<file path="config.mk">
export PLATFORM = sky130hd
export DESIGN_NAME = sdram_arbiter
export DESIGN_NICKNAME = d
export VERILOG_FILES = /design/src/rtl/sdram_pkg.sv /design/src/rtl/sdram_ref_timer.sv /design/src/rtl/sdram_arbiter.sv
export SDC_FILE = /design/constraint.sdc
export NUM_CORES = 1
export LEC_CHECK = 0
export CORE_MARGIN = 4
export CORE_UTILIZATION = 33
export DETAILED_ROUTE_END_ITERATION = 8
export GPL_ROUTABILITY_DRIVEN = 0
export PLACE_DENSITY = 0.88
export RECOVER_POWER = 50
export SLEW_MARGIN = 20
export SYNTH_ARGS = -nofsm -noshare
export SYNTH_HDL_FRONTEND = slang
export SYNTH_SLANG_ARGS = --single-unit
</file>
<file path="constraint.sdc">
create_clock -name sclk -period 1.48 [get_ports sclk]
set_clock_uncertainty 0.2 [all_clocks]
set_input_delay 0.148 -clock sclk [delete_from_list [all_inputs] [get_ports sclk]]
set_output_delay 0.148 -clock sclk [all_outputs]
set_load 0.02 [all_outputs]
</file>
<file path="src/rtl/sdram_pkg.sv">
// sdram_pkg: shared definitions for the SDRAM controller.
//   - SDRAM command encodings, {CS, RAS, CAS, WE}
//   - arbiter state encoding
//   - default refresh interval and a counter-width helper
package sdram_pkg;

  // SDRAM commands, {CS, RAS, CAS, WE}
  localparam logic [3:0] CmdNop       = 4'b0111;
  localparam logic [3:0] CmdPrecharge = 4'b0010;
  localparam logic [3:0] CmdAutoRef   = 4'b0001;
  localparam logic [3:0] CmdMrset     = 4'b0000;
  localparam logic [3:0] CmdActive    = 4'b0011;
  localparam logic [3:0] CmdWrite     = 4'b0100;
  localparam logic [3:0] CmdRead      = 4'b0101;

  // Refresh interval in sclk cycles: 15 us at 50 MHz
  localparam int unsigned RefCntDefault = 750;

  // Binary-encoded arbiter states
  typedef enum logic [2:0] {
    StInit  = 3'd0,
    StArbit = 3'd1,
    StAref  = 3'd2,
    StWrite = 3'd3,
    StRead  = 3'd4
  } arb_state_e;

  // Width of a counter that must hold 0..n-1 (at least one bit)
  function automatic int unsigned cnt_width(input int unsigned n);
    return (n > 1) ? $clog2(n) : 1;
  endfunction

endpackage

</file>
<file path="src/rtl/sdram_ref_timer.sv">
// sdram_ref_timer: periodic auto-refresh request generator.
//   sclk        in   system clock
//   s_rst_n     in   asynchronous active-low reset
//   init_done   in   pulse marking the end of power-up init; starts the timer
//   ref_ack     in   refresh grant; clears the pending request
//   ref_pending out  a refresh is due and has not yet been granted
// The counter stays at 0 until init_done, then free-runs 0..REF_CNT-1.
// Requests do not queue: a second wrap while pending leaves it set.
module sdram_ref_timer
  import sdram_pkg::*;
#(
  parameter int unsigned REF_CNT = RefCntDefault
) (
  input  logic sclk,
  input  logic s_rst_n,
  input  logic init_done,
  input  logic ref_ack,
  output logic ref_pending
);

  localparam int unsigned CntW = cnt_width(REF_CNT);
  localparam logic [CntW-1:0] CntMax = CntW'(REF_CNT - 1);

  logic            running_q;
  logic [CntW-1:0] cnt_q;
  logic            pending_q;
  logic            wrap;

  assign wrap = running_q && (cnt_q == CntMax);

  always_ff @(posedge sclk or negedge s_rst_n) begin
    if (!s_rst_n) begin
      running_q <= 1'b0;
      cnt_q     <= '0;
      pending_q <= 1'b0;
    end else begin
      if (init_done) begin
        running_q <= 1'b1;
      end
      if (running_q) begin
        cnt_q <= wrap ? '0 : cnt_q + 1'b1;
      end
      // A fresh expiry takes precedence over an acknowledge in the same cycle
      if (wrap) begin
        pending_q <= 1'b1;
      end else if (ref_ack) begin
        pending_q <= 1'b0;
      end
    end
  end

  assign ref_pending = pending_q;

endmodule

</file>
<file path="src/rtl/sdram_arbiter.sv">
// sdram_arbiter: grants the SDRAM command bus to one sub-block at a time.
//   sclk, s_rst_n                  clock, asynchronous active-low reset
//   init_cmd/addr/bank, init_end   power-up init block bus and completion pulse
//   aref_cmd/addr, aref_end        auto-refresh block bus and completion pulse
//   aref_en                        one-cycle refresh start pulse
//   wr_req, wr_cmd/addr/bank, wr_end, wr_en   write block request/bus/done/grant
//   rd_req, rd_cmd/addr/bank, rd_end, rd_en   read block request/bus/done/grant
//   sdram_cmd/addr/bank            SDRAM pins
// Init runs first; afterwards refresh beats write, write beats read.
// The pin mux depends only on the registered state, so a granted block's
// registered outputs reach the pins with no added latency.
module sdram_arbiter
  import sdram_pkg::*;
#(
  parameter int unsigned REF_CNT = RefCntDefault
) (
  input  logic        sclk,
  input  logic        s_rst_n,
  // init block
  input  logic [3:0]  init_cmd,
  input  logic [11:0] init_addr,
  input  logic [1:0]  init_bank,
  input  logic        init_end,
  // auto-refresh block
  input  logic [3:0]  aref_cmd,
  input  logic [11:0] aref_addr,
  input  logic        aref_end,
  output logic        aref_en,
  // write block
  input  logic        wr_req,
  input  logic [3:0]  wr_cmd,
  input  logic [11:0] wr_addr,
  input  logic [1:0]  wr_bank,
  input  logic        wr_end,
  output logic        wr_en,
  // read block
  input  logic        rd_req,
  input  logic [3:0]  rd_cmd,
  input  logic [11:0] rd_addr,
  input  logic [1:0]  rd_bank,
  input  logic        rd_end,
  output logic        rd_en,
  // SDRAM pins
  output logic [3:0]  sdram_cmd,
  output logic [11:0] sdram_addr,
  output logic [1:0]  sdram_bank
);

  arb_state_e state_q;
  logic       ref_pending;
  logic       ref_grant;
  logic       init_done;

  // Refresh is granted in the same cycle the state register loads StAref,
  // so the pending flag clears on that edge as well.
  assign ref_grant = (state_q == StArbit) && ref_pending;
  assign init_done = (state_q == StInit) && init_end;

  sdram_ref_timer #(
    .REF_CNT (REF_CNT)
  ) u_ref_timer (
    .sclk        (sclk),
    .s_rst_n     (s_rst_n),
    .init_done   (init_done),
    .ref_ack     (ref_grant),
    .ref_pending (ref_pending)
  );

  // State and registered grant pulses
  always_ff @(posedge sclk or negedge s_rst_n) begin
    if (!s_rst_n) begin
      state_q <= StInit;
      aref_en <= 1'b0;
      wr_en   <= 1'b0;
      rd_en   <= 1'b0;
    end else begin
      aref_en <= 1'b0;
      wr_en   <= 1'b0;
      rd_en   <= 1'b0;
      unique case (state_q)
        StInit: begin
          if (init_end) begin
            state_q <= StArbit;
          end
        end
        StArbit: begin
          if (ref_pending) begin
            state_q <= StAref;
            aref_en <= 1'b1;
          end else if (wr_req) begin
            state_q <= StWrite;
            wr_en   <= 1'b1;
          end else if (rd_req) begin
            state_q <= StRead;
            rd_en   <= 1'b1;
          end
        end
        // Only the granted block's end pulse returns control
        StAref: begin
          if (aref_end) begin
            state_q <= StArbit;
          end
        end
        StWrite: begin
          if (wr_end) begin
            state_q <= StArbit;
          end
        end
        StRead: begin
          if (rd_end) begin
            state_q <= StArbit;
          end
        end
        default: begin
          state_q <= StInit;
        end
      endcase
    end
  end

  // Pin mux; StArbit (and any illegal state) drives NOP
  always_comb begin
    sdram_cmd  = CmdNop;
    sdram_addr = '0;
    sdram_bank = '0;
    unique case (state_q)
      StInit: begin
        sdram_cmd  = init_cmd;
        sdram_addr = init_addr;
        sdram_bank = init_bank;
      end
      StAref: begin
        sdram_cmd  = aref_cmd;
        sdram_addr = aref_addr;
      end
      StWrite: begin
        sdram_cmd  = wr_cmd;
        sdram_addr = wr_addr;
        sdram_bank = wr_bank;
      end
      StRead: begin
        sdram_cmd  = rd_cmd;
        sdram_addr = rd_addr;
        sdram_bank = rd_bank;
      end
      default: begin
        sdram_cmd  = CmdNop;
      end
    endcase
  end

endmodule

</file>
==> qor.yml, run 1 <==
critical_path:
  crit_end: "sdram_addr[3]"
  critPathMaxFanout: 7
  rr_worst_depth: 7
  rr_endpoint: "u_ref_timer.ref_pending"
  reg2reg_from: "state_q[0]"
  reg2reg_slack_ns: -0.33
  crit_type: "reg2out"
  endpoint_kind: "primary output"
  startpoint_type: "register"
  crit_required_ns: 1.13
  cp.arrival_ns: 1.57
  cp-startpoint: "state_q[1]"
clock_tree:
  cts_htree_levels: 1
  clk_latency_ns: 0.26
  tritoncts: "done"
  clock-sinks: 18
  ctsRootBufferMaster: "clkbuf_8"
  clockBufferDepth: 2
  path_clk_slew_ns: 0.07
  cts_buffers: 3
  cts.hold.buffers_added: 0
yosys:
  synth_cell_type_count: 50
  synth_top_family_by_area: "compound AO/OA/AOI/OAI gates"
  synth_edf_count: 0
  synthMuxAreaShare_pct: 10.8
  yosysWarnings: 0
  synth-compound-area-share_pct: 32.4
  synth.avg_cell_area_sq_um: 9.19
  synth_cells: 163
  synth_xor_area_share_pct: 1.17
  synthArstFlopShare_pct: 100
  ys.flop_type: "dfrtp_1"
  ys_seq_elements: 18
  ys_seq_area_share_pct: 30.1
  synth_area_sq_mm: 0.00150
  syn_nets: 243
  synth_fa_ha_area_share_pct: 1.67
  synth-simple-area-share_pct: 15.4
final_layout:
  area_growth_pct: 108
  layout_commonest_cell: "clkdlybuf4s50_1"
  layout_common_cells: "clkdlybuf4s50_1, buf_4, buf_6"
  fin_nets: 371
  fill_cells: 280
  n_antenna_cell: 0
  finish.instance_area_sq_mm: 0.00311
  post-route-util_pct: 71.0
  post_route_cells_drive_above_1_share_pct: 36.2
floorplan:
  ios: 99
  fp.dieH_um: 75.4
  core_area_sq_mm: 0.00438
  row_count: 24
  initial_core_util_pct: 34.2
  fp.dieW_um: 75.4
  die_area_sq_mm: 0.00568
routing:
  drt_first_pass_iters: 4
  num_vias: 1926
  ant_nets: 0
  wire_per_inst_um: 18.3
  detail_route.wirelength_um: 6270
  viasPerCell: 5.63
  drcViolationCount: 0
  drt_iter0_drc: 98
placed_design:
  dp_hpwl_um: 4400
  io_buffers: 98
  dpl_cell_area_sq_mm: 0.00277
sta:
  fin_ws_ns: -0.440
  max_freq_ghz: 0.521
  maxSlewViolCount: 0
  finalHoldViolations: 0
  rsz0062_at_grt: "yes"
  setup_viol: 32
  fin_crit_ns: 1.92
  fin_crit_sh_pct: 130
  worst_pin_slew_ns: 0.484
  slew-limit-headroom_pct: 67.8
pwr:
  seq_power_share_pct: 16.1
  peakVddDrop_mv: 1.12
  power_density_mw_per_mm2: 1660
  p_leak_nw: 1.30
  internal-power_w: 0.00294
  clkPwrFrac_pct: 8.1
  switching_power_w: 0.00222
  p_comb_share_pct: 75.8
  netSwitchingFraction_pct: 43.0
grt:
  first_global_vias: 1988
  overflow: 0
  grt_max_degree: 19
  grt_antenna_before_repair: 0
  gr-usage-all-layers_pct: 21.2
  grt_pass1_wl_um: 9160
status:
  violations: "negative setup slack"
  status: "finished, violations left"
flow_run:
  cap_violations: 0
worst_hold_path:
  worst_hold_path_type: "in2async"
## layer usage
layer	wire length, um	GRT usage [%]	part of all wire, %
met5	0	0	0
met4	164	7.96	2.6
met3	466	4.88	7.4
met2	3330	40.0	53
met1	2310	22.6	37
## critical path, stage by stage (launching register included)
cell	delay [ns]
dfrtp_2	0.46
buf_12	0.16
buf_12	0.12
mux2i_1	0.11
o2bb2ai_1	0.16
a22o_1	0.18
buf_6	0.12
## stage by stage
step           hold slack (ns)  worst slack, ns  setup TNS, ns  power (W)  instances
2_1_floorplan           -0.348           -0.103          -1.06    0.00277        163
3_3_place_gp             0.296           -0.572         -10.75    0.00398        323
3_5_place_dp             0.298           -0.593         -11.49    0.00405        323
4_1_cts                 0.0155           -0.463          -8.26    0.00483        337
5_1_grt                  0.218           -0.510         -10.98    0.00544        342
6_report                 0.168           -0.440          -9.04    0.00516        342
## power groups by stage
stage	sequential, W	combinational (W)	clock, W
floorplan	0.000821	0.00195	0
global placement	0.000832	0.00315	0
detailed placement	0.000839	0.00321	0
CTS	0.000826	0.00358	0.000422
global route	0.000850	0.00416	0.000435
finish	0.000832	0.00391	0.000417
## synth_stat cells, types with 2 or more instances
cell | number | area [sq um]
buf_2 | 3 | 15.0
inv_1 | 10 | 37.5
o2bb2ai_1 | 15 | 131
buf_6 | 3 | 33.8
a22o_1 | 13 | 114
o21ai_0 | 5 | 25.0
o22ai_1 | 3 | 18.8
o311ai_0 | 2 | 17.5
ha_1 | 2 | 25.0
a22oi_1 | 2 | 15.0
nor3_1 | 6 | 30.0
nand2_1 | 6 | 22.5
nor3b_1 | 2 | 15.0
clkbuf_1 | 4 | 15.0
nand2b_1 | 3 | 18.8
dfrtp_1 | 18 | 450
nand3_1 | 3 | 15.0
nor2_1 | 5 | 18.8
mux2i_1 | 15 | 150
a21oi_1 | 7 | 35.0
buf_4 | 3 | 22.5
o22a_1 | 2 | 17.5
a211o_1 | 2 | 17.5
a41oi_1 | 2 | 17.5
a31oi_1 | 2 | 12.5
## worst min path at each step
stage                       start                   end  slack, ns  cells after the start
final                     s_rst_n  u_ref_timer.cnt_q[2]       0.17                      2
after global routing      s_rst_n  u_ref_timer.cnt_q[7]       0.22                      2
after CTS                 s_rst_n  u_ref_timer.cnt_q[2]       0.02                      2
after detailed placement  s_rst_n  u_ref_timer.cnt_q[6]       0.30                      2
after global placement    s_rst_n  u_ref_timer.cnt_q[6]       0.30                      2
after floorplan           s_rst_n               aref_en      -0.35                      0
## final cells by class
type	instances	area, sq um	area share, %
repair buffers	136	1350	43.3
multi-input cells	121	1140	36.5
flip-flops and latches	18	454	14.6
well taps	52	65.1	2.09
clock buffers	4	55.1	1.77
inverters	11	53.8	1.73
## state kept, by name, indices dropped and copies added, names as in the netlist
name	flops
aref_en	1
rd_en	1
state_q	3
u_ref_timer.cnt_q	10
u_ref_timer.ref_pending	1
u_ref_timer.running_q	1
wr_en	1
## kinds of logic after synthesis
kind of cell               count (synthesis)
and+or+nand+nor                           38
AOI/OAI and AO/OA                         63
xor gates and xnor gates                   2
buffers and inverters                     24
muxes                                     16
DFF                                       18
adders and majority gates                  2
## timing repair
action	CTS	global route
pin swaps	9	21
setup buffers	9	8
resized for setup	125	28
endpoints found under the setup margin	36	35
cloned	1	0
No activity file was read; power rests on OpenSTA's default activity.
==> run 2: changes to the inputs <==
--- a/constraint.sdc
+++ b/constraint.sdc
@@ -4,2 +4,2 @@
 set_output_delay 0.148 -clock sclk [all_outputs]
-set_load 0.02 [all_outputs]
+set_load 0.01 [all_outputs]
==> qor.yml, run 2 (synthesis results as in run 1) <==
status:
  status: "finished, violations left"
  violations: "negative setup slack"
sta:
  fin_crit_sh_pct: 133  # +3.6 points
  slew-limit-headroom_pct: 64.1  # -3.7 points
  finalHoldViolations: 0  # unchanged
  max_freq_ghz: 0.507  # -2.7%
  fin_crit_ns: 1.97  # +0.0540 ns
  rsz0062_at_grt: "yes"
  worst_pin_slew_ns: 0.534  # +0.0505 ns
  maxSlewViolCount: 0  # unchanged
  tns_ns: -9.76  # -0.725 ns
  setup_viol: 33  # +3.1%
  fin_ws_ns: -0.494  # -0.0540 ns
final_layout:
  top_register: "u_ref_timer.cnt_q"
  finish.instance_area_sq_mm: 0.00320  # +2.7%
  largest_register_ffs: 10  # unchanged
  layout_commonest_cell: "clkdlybuf4s50_1"
  reg_top3: "u_ref_timer.cnt_q x10, state_q x3"
  area_growth_pct: 113
  fin_nets: 387  # +4.3%
  layout_common_cells: "clkdlybuf4s50_1, buf_4, buf_6"
  post-route-util_pct: 72.9  # +1.9 points
  n_antenna_cell: 0  # unchanged
  post_route_cells_drive_above_1_share_pct: 40.5  # +4.3 points
critical_path:
  crit_top_cell: "buf_6"
  endpoint_kind: "primary output"
  startpoint_type: "register"
  critPathMaxFanout: 7  # unchanged
  path_delay_family: "flip-flops"
  cpPeakStageDelay_ns: 0.49  # +0.03 ns
  crit_chain: "and2_4, buf_6, buf_6, o2bb2ai_4, a22o_1, buf_2"
  crit_required_ns: 1.13  # about the same
  cp.arrival_ns: 1.63  # +0.06 ns
  crit_type: "reg2out"
  path_buf_inv: 3  # unchanged
  cpMaxStageDelayCell: "dfrtp_2"
grt:
  grt_pass1_wl_um: 9870  # +7.7%
  grt_antenna_before_repair: 0  # unchanged
  grt_max_degree: 19  # unchanged
  gr-usage-all-layers_pct: 23.0  # +1.8 points
  first_global_vias: 2080  # +4.6%
  overflow: 0  # unchanged
floorplan:
  fp.dieH_um: 75.4  # unchanged
  fp.dieW_um: 75.4  # unchanged
  row_count: 24  # unchanged
  ios: 99  # unchanged
  initial_core_util_pct: 34.2  # unchanged
  die_area_sq_mm: 0.00568  # unchanged
  core_area_sq_mm: 0.00438  # unchanged
clock_tree:
  clockBufferDepth: 2  # unchanged
  cts.hold.buffers_added: 0  # unchanged
  clk_latency_ns: 0.26  # about the same
  path_clk_slew_ns: 0.07  # about the same
  ctsRootBufferMaster: "clkbuf_8"
  clock-sinks: 18  # unchanged
  tritoncts: "done"
  cts_htree_levels: 1  # unchanged
  cts_buffers: 3  # unchanged
placed_design:
  dp_hpwl_um: 4450  # +1.3%
  dpl_cell_area_sq_mm: 0.00273  # -1.3%
  io_buffers: 98  # unchanged
routing:
  drcViolationCount: 0  # unchanged
  detail_route.wirelength_um: 7210  # +15%
  num_vias: 2072  # +7.6%
  viasPerCell: 5.79  # +2.8%
  wire_per_inst_um: 20.1  # +10%
  drt_iter0_drc: 146  # +49%
  ant_nets: 0  # unchanged
  drt_first_pass_iters: 4  # unchanged
pwr:
  p_leak_nw: 1.41  # +8.0%
  peakVddDrop_mv: 0.787  # -30%
  power_density_mw_per_mm2: 1600  # -3.2%
worst_hold_path:
  worst_hold_path_type: "in2async"
flow_run:
  cap_violations: 0  # unchanged
run 2: timing repair:
| item | 4_1_cts | 5_1_grt |
|---|---|---|
| setup buffers | 18 | 12 |
| endpoints found under the setup margin | 33 | 37 |
| cloned | 0 | 0 |
| pin swaps | 19 | 19 |
| gates resized for setup | 119 | 31 |
run 2: final cells by class:
type	instances	area [sq um]
clock buffer	4	55.1
fill	307	1190
inverter	11	43.8
multi-input combinational	121	1190
sequential	18	455
tap	52	65.1
timing repair buffer	152	1380
run 2: where the power goes:
group	switching (W)	leakage (nW)	total [W]	internal [W]
logic	0.00175	1.16	0.00382	0.00208
registers	0.000234	0.218	0.000882	0.000648
clock network	0.000186	0.0288	0.000423	0.000237
run 2: layer usage:
layer | wire length, um | share of wire [%] | vias to the layer above | global-route usage [%]
li1 | - | - | 921 | -
met1 | 2650 | 37 | 1000 | 26.0
met2 | 3730 | 52 | 129 | 42.9
met3 | 619 | 8.6 | 22 | 3.03
met4 | 212 | 2.9 | 0 | 9.71
met5 | 0 | 0 | - | 0
run 2: final timing paths:
check                                             start               endpoint  slack [ns]  cells past startpoint
worst max-delay path                         state_q[1]          sdram_addr[8]       -0.49                      6
worst min-delay path                            s_rst_n   u_ref_timer.cnt_q[7]        0.16                      2
worst max register to register     u_ref_timer.cnt_q[6]   u_ref_timer.cnt_q[9]       -0.31                      4
worst min register to register  u_ref_timer.ref_pending                  wr_en        0.39                      1
max in group asynchronous                       s_rst_n   u_ref_timer.cnt_q[1]        0.58                      2
min in group sclk                              init_end  u_ref_timer.running_q        0.36                      2
run 2: through the flow:
stage               worst slack (ns)  cells  hold slack, ns  total power [W]
floorplan                    -0.0574    163          -0.348          0.00247
global placement              -0.490    329           0.298          0.00367
detailed placement            -0.551    329           0.303          0.00378
CTS                           -0.446    350          0.0279          0.00466
global route                  -0.518    358           0.195          0.00537
finish                        -0.494    358           0.156          0.00513
==> run 3: changes to the inputs <==
Settings changed: GPL_ROUTABILITY_DRIVEN 0 to unset.
==> results of run 3 <==
No change in the layout: final DEF, timing and power equal those of run 2.
